## src/rtl/shake_absorb_loader.sv

```systemverilog
// shake_absorb_loader: absorb-side front end for the SHAKE core.
// Takes a header beat and W-bit message words, then builds rate-sized
// blocks with SHAKE padding and hands each block to the permutation stage.
// Optional feature macro: SHAKE_LOADER_BLKCNT_EN adds block_count_o.
module shake_absorb_loader #(
    parameter int unsigned W          = 64,
    parameter int unsigned LEN_W      = 32,
    parameter int unsigned RATE_MAX_W = 1344 / W
) (
    input  logic             clk,
    input  logic             rst,
    input  logic             valid_i,
    input  logic [W-1:0]     data_i,
    output logic             ready_o,
    output logic [1343:0]    block_o,
    output logic             block_valid_o,
    output logic             block_last_o,
    output logic             block_rate_o,
`ifdef SHAKE_LOADER_BLKCNT_EN
    output logic [15:0]      block_count_o,
`endif
    input  logic             block_ready_i
);

    localparam int unsigned BLK_W  = 1344;
    localparam int unsigned B      = W / 8;
    localparam int unsigned R128   = 1344 / W;
    localparam int unsigned R256   = 1088 / W;
    localparam int unsigned WIDX_W = $clog2(RATE_MAX_W + 1);
    localparam int unsigned PTR_W  = 8;

    typedef enum logic [1:0] {
        S_IDLE    = 2'd0,
        S_FILL    = 2'd1,
        S_PAD     = 2'd2,
        S_HANDOFF = 2'd3
    } state_e;

    state_e              state_q;
    logic [BLK_W-1:0]    buf_q;
    logic [LEN_W-1:0]    rem_q;
    logic [WIDX_W-1:0]   widx_q;
    logic [PTR_W-1:0]    ptr_q;
    logic                rate_q;
    logic                last_q;
    logic                valid_q;
`ifdef SHAKE_LOADER_BLKCNT_EN
    logic [15:0]         cnt_q;
`endif

    logic                accept;
    logic                part;
    logic                fin;
    logic                blk_end;
    logic [W-1:0]        word_m;
    logic [BLK_W-1:0]    word_vec;
    logic [BLK_W-1:0]    pad_vec;
    logic [LEN_W-1:0]    hdr_len;

    // Input handshake is decoded from state; forced low while in reset.
    assign ready_o = !rst && (state_q == S_IDLE || state_q == S_FILL);
    assign accept  = valid_i && ready_o;
    assign hdr_len = data_i[LEN_W-1:0];

    assign block_o       = buf_q;
    assign block_valid_o = valid_q;
    assign block_last_o  = last_q;
    assign block_rate_o  = rate_q;
`ifdef SHAKE_LOADER_BLKCNT_EN
    assign block_count_o = cnt_q;
`endif

    // Word masking, block placement and the padding pattern.
    always_comb begin
        part    = rem_q < LEN_W'(B);
        fin     = rem_q <= LEN_W'(B);
        blk_end = (widx_q == (rate_q ? WIDX_W'(R256 - 1) : WIDX_W'(R128 - 1)));
        word_m  = data_i;
        for (int b = 0; b < int'(B); b++) begin
            if (part && (LEN_W'(b) >= rem_q)) begin
                word_m[8*b +: 8] = 8'h00;
            end
        end
        word_vec = BLK_W'(word_m) << (int'(widx_q) * int'(W));
        pad_vec  = (BLK_W'(8'h1F) << (int'(ptr_q) * 8))
                 ^ (rate_q ? (BLK_W'(8'h80) << ((R256 * B - 1) * 8))
                           : (BLK_W'(8'h80) << ((R128 * B - 1) * 8)));
    end

    // Loader FSM with all block-side outputs registered.
    always_ff @(posedge clk) begin
        if (rst) begin
            state_q <= S_IDLE;
            buf_q   <= '0;
            rem_q   <= '0;
            widx_q  <= '0;
            ptr_q   <= '0;
            rate_q  <= 1'b0;
            last_q  <= 1'b0;
            valid_q <= 1'b0;
`ifdef SHAKE_LOADER_BLKCNT_EN
            cnt_q   <= '0;
`endif
        end else begin
            case (state_q)
                S_IDLE: begin
                    if (accept) begin
                        buf_q   <= '0;
                        widx_q  <= '0;
                        ptr_q   <= '0;
                        rem_q   <= hdr_len;
                        rate_q  <= data_i[W-1];
                        last_q  <= 1'b0;
`ifdef SHAKE_LOADER_BLKCNT_EN
                        cnt_q   <= '0;
`endif
                        state_q <= (hdr_len == '0) ? S_PAD : S_FILL;
                    end
                end
                S_FILL: begin
                    if (accept) begin
                        buf_q  <= buf_q | word_vec;
                        widx_q <= widx_q + WIDX_W'(1);
                        rem_q  <= fin ? '0 : (rem_q - LEN_W'(B));
                        // A partial final word always leaves room for padding here.
                        if (part) begin
                            ptr_q   <= PTR_W'(widx_q) * PTR_W'(B) + PTR_W'(rem_q);
                            state_q <= S_PAD;
                        end else if (blk_end) begin
                            last_q  <= 1'b0;
                            valid_q <= 1'b1;
                            state_q <= S_HANDOFF;
                        end else if (fin) begin
                            ptr_q   <= (PTR_W'(widx_q) + PTR_W'(1)) * PTR_W'(B);
                            state_q <= S_PAD;
                        end
                    end
                end
                S_PAD: begin
                    buf_q   <= buf_q ^ pad_vec;
                    last_q  <= 1'b1;
                    valid_q <= 1'b1;
                    state_q <= S_HANDOFF;
                end
                S_HANDOFF: begin
                    if (block_ready_i) begin
                        buf_q   <= '0;
                        widx_q  <= '0;
                        valid_q <= 1'b0;
`ifdef SHAKE_LOADER_BLKCNT_EN
                        if (cnt_q != 16'hFFFF) begin
                            cnt_q <= cnt_q + 16'd1;
                        end
`endif
                        if (last_q) begin
                            last_q  <= 1'b0;
                            state_q <= S_IDLE;
                        end else if (rem_q == '0) begin
                            // Message ended exactly on a block boundary.
                            ptr_q   <= '0;
                            state_q <= S_PAD;
                        end else begin
                            state_q <= S_FILL;
                        end
                    end
                end
                default: state_q <= S_IDLE;
            endcase
        end
    end

endmodule

```

## config.mk

```make
export PLATFORM = sky130hd
export DESIGN_NAME = shake_absorb_loader
export DESIGN_NICKNAME = d
export VERILOG_FILES = /design/src/rtl/shake_absorb_loader.sv
export SDC_FILE = /design/constraint.sdc
export NUM_CORES = 2
export LEC_CHECK = 0
export ABC_CLOCK_PERIOD_IN_PS = 2700
export CAP_MARGIN = 20
export CELL_PAD_IN_SITES_DETAIL_PLACEMENT = 1
export CELL_PAD_IN_SITES_GLOBAL_PLACEMENT = 2
export CORE_AREA = 8 8 549 551
export CTS_BUF_LIST = sky130_fd_sc_hd__clkbuf_8
export DETAILED_ROUTE_END_ITERATION = 7
export DIE_AREA = 0 0 557 559
export HOLD_SLACK_MARGIN = 0.12
export PLACE_DENSITY_LB_ADDON = 0.1
export SYNTH_ARGS = -nofsm -noshare
export SYNTH_HDL_FRONTEND = slang
export SYNTH_SLANG_ARGS = --single-unit
```

## constraint.sdc

```tcl
create_clock -name clk -period 2.7 [get_ports clk]
set_input_delay 0.54 -clock clk [delete_from_list [all_inputs] [get_ports clk]]
set_output_delay 0.54 -clock clk [all_outputs]
set_load 0.02 [all_outputs]
```

After elaboration in Yosys (flattened, before gate mapping)
Index checks and enable logic that the tools add are counted.
- $add $sub $neg: 4
- equal/unequal tests: 14
- bitwise logic cells: 3
- div/mod/pow operators: 0
- shifts and indexed selects: 2
- reductions and logical operators: 26
- order comparisons: 10
- mux-type cells: 51
- multipliers: 0
- operators by type and width (cell ; count):
    1344-bit two-way mux ; 4
    1344-bit one-hot mux with 4 select lines ; 1
    1344-bit XOR ; 2
    1344-bit OR ; 1
    5-bit by 11-bit left shift with 1344-bit output (first input constant) ; 1
    64-bit by 11-bit left shift with 1344-bit output ; 1
    3-bit by 32-bit >= comparator with 1-bit output (first input constant) ; 4
    8-bit two-way mux ; 16
    32-bit two-way mux ; 3
    1-bit by 32-bit >= comparator with 1-bit output (first input constant) ; 2
    2-bit by 32-bit >= comparator with 1-bit output (first input constant) ; 2
    32-bit zero test ; 2
    32-bit one-hot mux with 2 select lines ; 1
    32-bit by 4-bit <= comparator with 1-bit output (second input constant) ; 1
    32-bit by 4-bit less-than comparator with 1-bit output (second input constant) ; 1
    32-bit by 4-bit subtractor with 32-bit output (second input constant) ; 1
    8-bit one-hot mux with 3 select lines ; 1
    2-bit two-way mux ; 9
    5-bit two-way mux ; 3
    5-bit one-hot mux with 3 select lines ; 1
    2-bit != test (second input constant) ; 7
    5-bit by 1-bit adder with 5-bit output (second input constant) ; 2
    1-bit logical AND ; 10
    5-bit AND reduction ; 2
    20 further kinds ; 32
- logic and storage cells: 118
- input bits: 68
- output and inout bits: 1348
- memories kept: 0
- memory bits (writable): 0
- bits in registers: 1394
- latch bits: 0
- ROM bits: 0

Longest topological paths before layout
- depth in word-level cells: 7
- depth in mapped cells: 12
- mapped depth without buffers: 8

Worst setup path before layout
Ideal clock, no wire load.
- path type: register -> register
- from: register rem_q[8]
- to: register buf_q[776] (netlist: block_o[776])
- cell stages (with the launch flop): 10
- clock period less this slack: 2783 ps
- path buffers: 3
- data arrival time: 2657 ps
- data required time: 2574 ps
- path slack: -83 ps
- cell sequence: dfxtp_1 -> or3_1 -> or4_4 -> buf_6 -> or4_4 -> buf_6 -> o21a_4 -> buf_6 -> a222oi_1 -> o21ai_1
- cells in the longest elaborated chain, start to end: 7
- elaborated cells between the ends (all ways): 8
- those cells by class: order compare: 2; shift: 1; mux: 3; bitwise: 1; reduce/logical: 1
- RTL lines (item ; line ; text):
    from (decl) ; 41 ; logic [LEN_W-1:0] rem_q;
    from (signal assigned) ; 111 ; rem_q <= hdr_len;
    from (signal assigned) ; 124 ; rem_q <= fin ? '0 : (rem_q - LEN_W'(B));
    32-bit by 4-bit less-than comparator with 1-bit output / 1-bit by 32-bit >= comparator with 1-bit output (equally long branches) ; 75, 80 ;
    1-bit logical AND (*) ; 80 ; if (part && (LEN_W'(b) >= rem_q)) begin
    8-bit two-way mux (*) ; 80 ;
    64-bit by 11-bit left shift with 1344-bit output (*) ; 84 ; word_vec = BLK_W'(word_m) << (int'(widx_q) * int'(W));
    1344-bit OR (*) ; 122 ; buf_q <= buf_q | word_vec;
    1344-bit two-way mux (*) ; 121 ; if (accept) begin
    1344-bit one-hot mux with 4 select lines (*) ; 105 ; case (state_q)
    to (signal assigned) ; 122 ;
    to (signal assigned) ; 140 ; buf_q <= buf_q ^ pad_vec;
    to (decl) ; 40 ; logic [BLK_W-1:0] buf_q;
Mark *: on every way between the ends. The rest lies on a longest branch, timed or not. The select of a mux whose other input is x is not followed.
A chain may end at the register's enable or synchronous reset.

Worst setup path after layout
- from: register rem_q[10]
- to: register buf_q[961] (netlist: block_o[961])
The elaborated chain is that of the path after synthesis.

==> reports/results.txt <==
Summed over all cells, the static leakage comes to 0.0350 uW. Once the floorplan was initialized, standard cells occupied 22.0% of the core. In this run the power density over the cells is 544 mW/mm^2. The synthesized netlist contains 74 unique library cells. The final reports fail on design-rule violations, negative setup slack. The via count of the first global-routing pass is 70400. The synthesized design contains 1394 register bits. The worst setup path is of the reg -> reg kind. The prevailing post-synth register cell is sky130_fd_sc_hd__dfxtp_1.

The maximum number of pins on one net before global-route repair is 187. The final cycle utilization of the critical path is 110%. Number of endpoints with negative hold slack in the final report: 0.

The CTS clock-pin slew for the worst setup and hold paths is 60 ps, and the depth of the CTS H-tree is 5. Dividing the synthesized area by the synthesized cell count gives 8.61 um^2. The number of maximum-capacitance constraint violations is 0, and the final critical-path required period is 2970 ps. After detailed routing, the number of vias per cell comes to 5.41. Global routing used 27.9% of the available tracks across all layers. The logs give -273 ps for the final worst setup slack and 470000 um for the total wire length after detailed routing.

The tools report the kind of start point of the critical path as a flop. In the synthesized netlist, the number of instances is 7486. After global routing the overflow that remains totals 0. The endpoint type of the worst setup path is a flop. Of all nets on the critical path, the largest fanout is 12. In this run the core area contains 199 standard-cell rows. The overall die height is 559 um.

The clock drives 1394 sinks. The average routed wire per standard cell was 35.3 um; the max-slew violation count was 0. For the net count of the mapped netlist, the log shows 7569. By count the netlist is led by sky130_fd_sc_hd__dfxtp_1, sky130_fd_sc_hd__nand2_1, sky130_fd_sc_hd__o21ai_0, sky130_fd_sc_hd__clkbuf_1, sky130_fd_sc_hd__a222oi_1.

The design draws 53600 uW. The arrival time at the worst endpoint was 3840 ps. After the first detailed-routing iteration, the DRC count stood at 8887. After floorplanning, the core was sized to cover 0.293 mm^2. In this run the tool buffered the top-level ports with 1415 buffer cells. Synthesized cell area: 0.0644 mm^2. The path type of the worst min-delay path was in -> reg. Portion of synthesized cell area occupied by the leading cell type: 43.3%. The root buffer cell was sky130_fd_sc_hd__clkbuf_8.

The total die area is 0.311 mm^2. The first TritonRoute pass finished after 8 iterations. Sorting the synthesized cells by area gives the leading types as sky130_fd_sc_hd__dfxtp_1, sky130_fd_sc_hd__a222oi_1, sky130_fd_sc_hd__o21ai_0, sky130_fd_sc_hd__nand2_1, sky130_fd_sc_hd__xnor2_1. For the worst-skew pair later-pin latency, the log shows 1030 ps.

Counting the fill cells in the layout gives 33000. Across all register-to-register paths, the minimum setup slack is -270 ps. Setup repair after global routing could not meet its margin everywhere. The worst-case IR drop observed on VDD is 0.310 mV. The layout-stage area growth over the synthesis result was 52.9%; the number of antenna violations at the first check in global routing was 48. Counting flops with a built-in enable in the synthesized netlist gives 0. The first global-routing pass estimated 621000 um of wire. In the final design database the tool counted 9249 nets. The flow ran to the end, but the final reports show violations. The actual slew at the worst max-slew pin is 1160 ps, and the worst clock skew is 70.3 ps. After synthesis, flip-flops and latches occupy 43.3% of the total area. The most frequent cell after synthesis was sky130_fd_sc_hd__dfxtp_1. In this run the deepest clock path goes through 4 buffers. Final setup violation count: 1237. The pre-CTS worst setup slack was -270 ps. In this run the tightest slew margin relative to its limit is 22.7%. TritonCTS built the clock tree.

After detailed routing, the number of remaining DRC violations is 16. In the final layout, the share of cells above drive strength 1 is 16.7%. The Yosys step of the flow raised 0 warnings. For the half-perimeter wire length after placement, the log shows 331000 um.

The synthesized design spends more area on one cell type than any other, namely sky130_fd_sc_hd__dfxtp_1. STA puts the critical path data required time at 3560 ps. The width of the die works out to 557 um. For the final weighted congestion in routability-driven placement, the log shows 0.822. For this run, the top clock speed supported by timing is 336 MHz.

The routed layout has 71900 vias. After synthesis, the share of flip-flops with an asynchronous set or reset is 0%. In this run the remaining antenna-violating nets after routing total 0. Buffers inserted during clock tree synthesis total 295.

For this design the top-level I/O count stands at 1416.
[flip-flops by register name, indices dropped and copies added, names as in the netlist]
signal / flops
rem_q: 32
state_q: 2
block_o: 1344
block_valid_o: 1
widx_q: 5
block_last_o: 1
block_rate_o: 1
ptr_q: 8
[logic make-up (layout without fill, tap and decap cells)]
logic type,count (synthesis),count (layout),share of synthesized area [%]
AO/OA/AOI/OAI,2538,2538,28.9
XOR/XNOR,704,704,9.57
adder cells (fa/ha/maj),15,15,0.303
buffers and inverters,842,2711,5.05
flip-flops,1394,1394,43.3
multiplexers,19,19,0.297
other,0,23,0
AND/OR/NAND/NOR,1974,1975,12.6
[placed cells by master (no fill, tap or decap), types with 51 or more instances in the layout]
cell and count:
sky130_fd_sc_hd__a221oi_1 51, sky130_fd_sc_hd__xor2_1 274, sky130_fd_sc_hd__a22oi_1 331, sky130_fd_sc_hd__buf_12 306, sky130_fd_sc_hd__dlygate4sd2_1 162, sky130_fd_sc_hd__a21oi_1 102, sky130_fd_sc_hd__xnor2_1 430, sky130_fd_sc_hd__a22o_1 54
sky130_fd_sc_hd__nand2_1 1002, sky130_fd_sc_hd__a32oi_1 53, sky130_fd_sc_hd__o21ai_0 664, sky130_fd_sc_hd__clkdlybuf4s50_1 1226, sky130_fd_sc_hd__dfxtp_1 1391, sky130_fd_sc_hd__o21ai_1 257, sky130_fd_sc_hd__nor3_1 79, sky130_fd_sc_hd__clkbuf_8 360
sky130_fd_sc_hd__nor2_1 639, sky130_fd_sc_hd__buf_4 403, sky130_fd_sc_hd__a22oi_2 133, sky130_fd_sc_hd__a222oi_1 673, sky130_fd_sc_hd__inv_1 114
[layout make-up]
cell class	instances	area, um^2	area share, %
antenna	23	57.6	0.0584
clock buffer	360	4950	5.03
clock inverter	127	652	0.661
inverter	21	81.3	0.0825
multi-input combinational	5251	35500	36.0
sequential	1394	27900	28.3
tap	3919	4900	4.98
timing repair buffer	2203	24500	24.9
[report_power, final]
part           switching, uW  leakage, uW  internal [uW]
sequential               104       0.0112          20700
combinational           6790       0.0205           3040
clock                  10800      0.00324          12200
total                  17700       0.0350          35900
[worst max-delay path: stages, from the launching register on]
cell,delay (ps)
sky130_fd_sc_hd__dfxtp_2,320
sky130_fd_sc_hd__or3_4,380
sky130_fd_sc_hd__or4_4,490
sky130_fd_sc_hd__buf_4,170
sky130_fd_sc_hd__buf_6,110
sky130_fd_sc_hd__nor4_4,290
sky130_fd_sc_hd__buf_12,180
sky130_fd_sc_hd__buf_12,140
sky130_fd_sc_hd__a21boi_4,90
sky130_fd_sc_hd__buf_12,190
sky130_fd_sc_hd__a222oi_1,340
sky130_fd_sc_hd__o21ai_1,90
[path summary, 6_finish.rpt]
path | from | endpoint | cells past startpoint
setup reg to reg | rem_q[10]$_SDFFE_PP0P_ | block_o[961]$_SDFFE_PP0P_ | 11
setup / recovery | rem_q[10]$_SDFFE_PP0P_ | block_o[961]$_SDFFE_PP0P_ | 11
hold reg to reg | block_o[582]$_SDFFE_PP0P_ | block_o[582]$_SDFFE_PP0P_ | 2
hold / removal | block_ready_i | block_valid_o$_SDFFE_PP0P_ | 3
[per-stage QoR]
step	setup TNS, ps	utilization [%]	cells	instance area (um^2)	hold slack, ps
2_1_floorplan	-146	-	7486	64500	468
3_3_place_gp	-61100	30.7	12700	89900	435
3_5_place_dp	-72510	30.7	12700	89900	449
4_1_cts	-113170	33.0	13200	96500	124
5_1_grt	-212960	33.7	13300	98500	225
6_report	-116440	33.7	13300	98500	239
[layer usage]
metal	up-vias	wire length, um	global-route usage [%]
met5	-	144	0
met4	20	21500	11.0
met3	641	42500	8.96
met2	2911	206000	43.4
met1	37000	199000	35.8
li1	31300	-	-
[timing repair]
item,4_1_cts,5_1_grt
buffers inserted,45,35
resized for setup,359,338
endpoints found under the setup margin,1780,1767
cloned,11,18
hold buffers,1,0
endpoints found under the hold margin,117,0
pin swaps,88,133
Power figures use the tool's default switching activity.
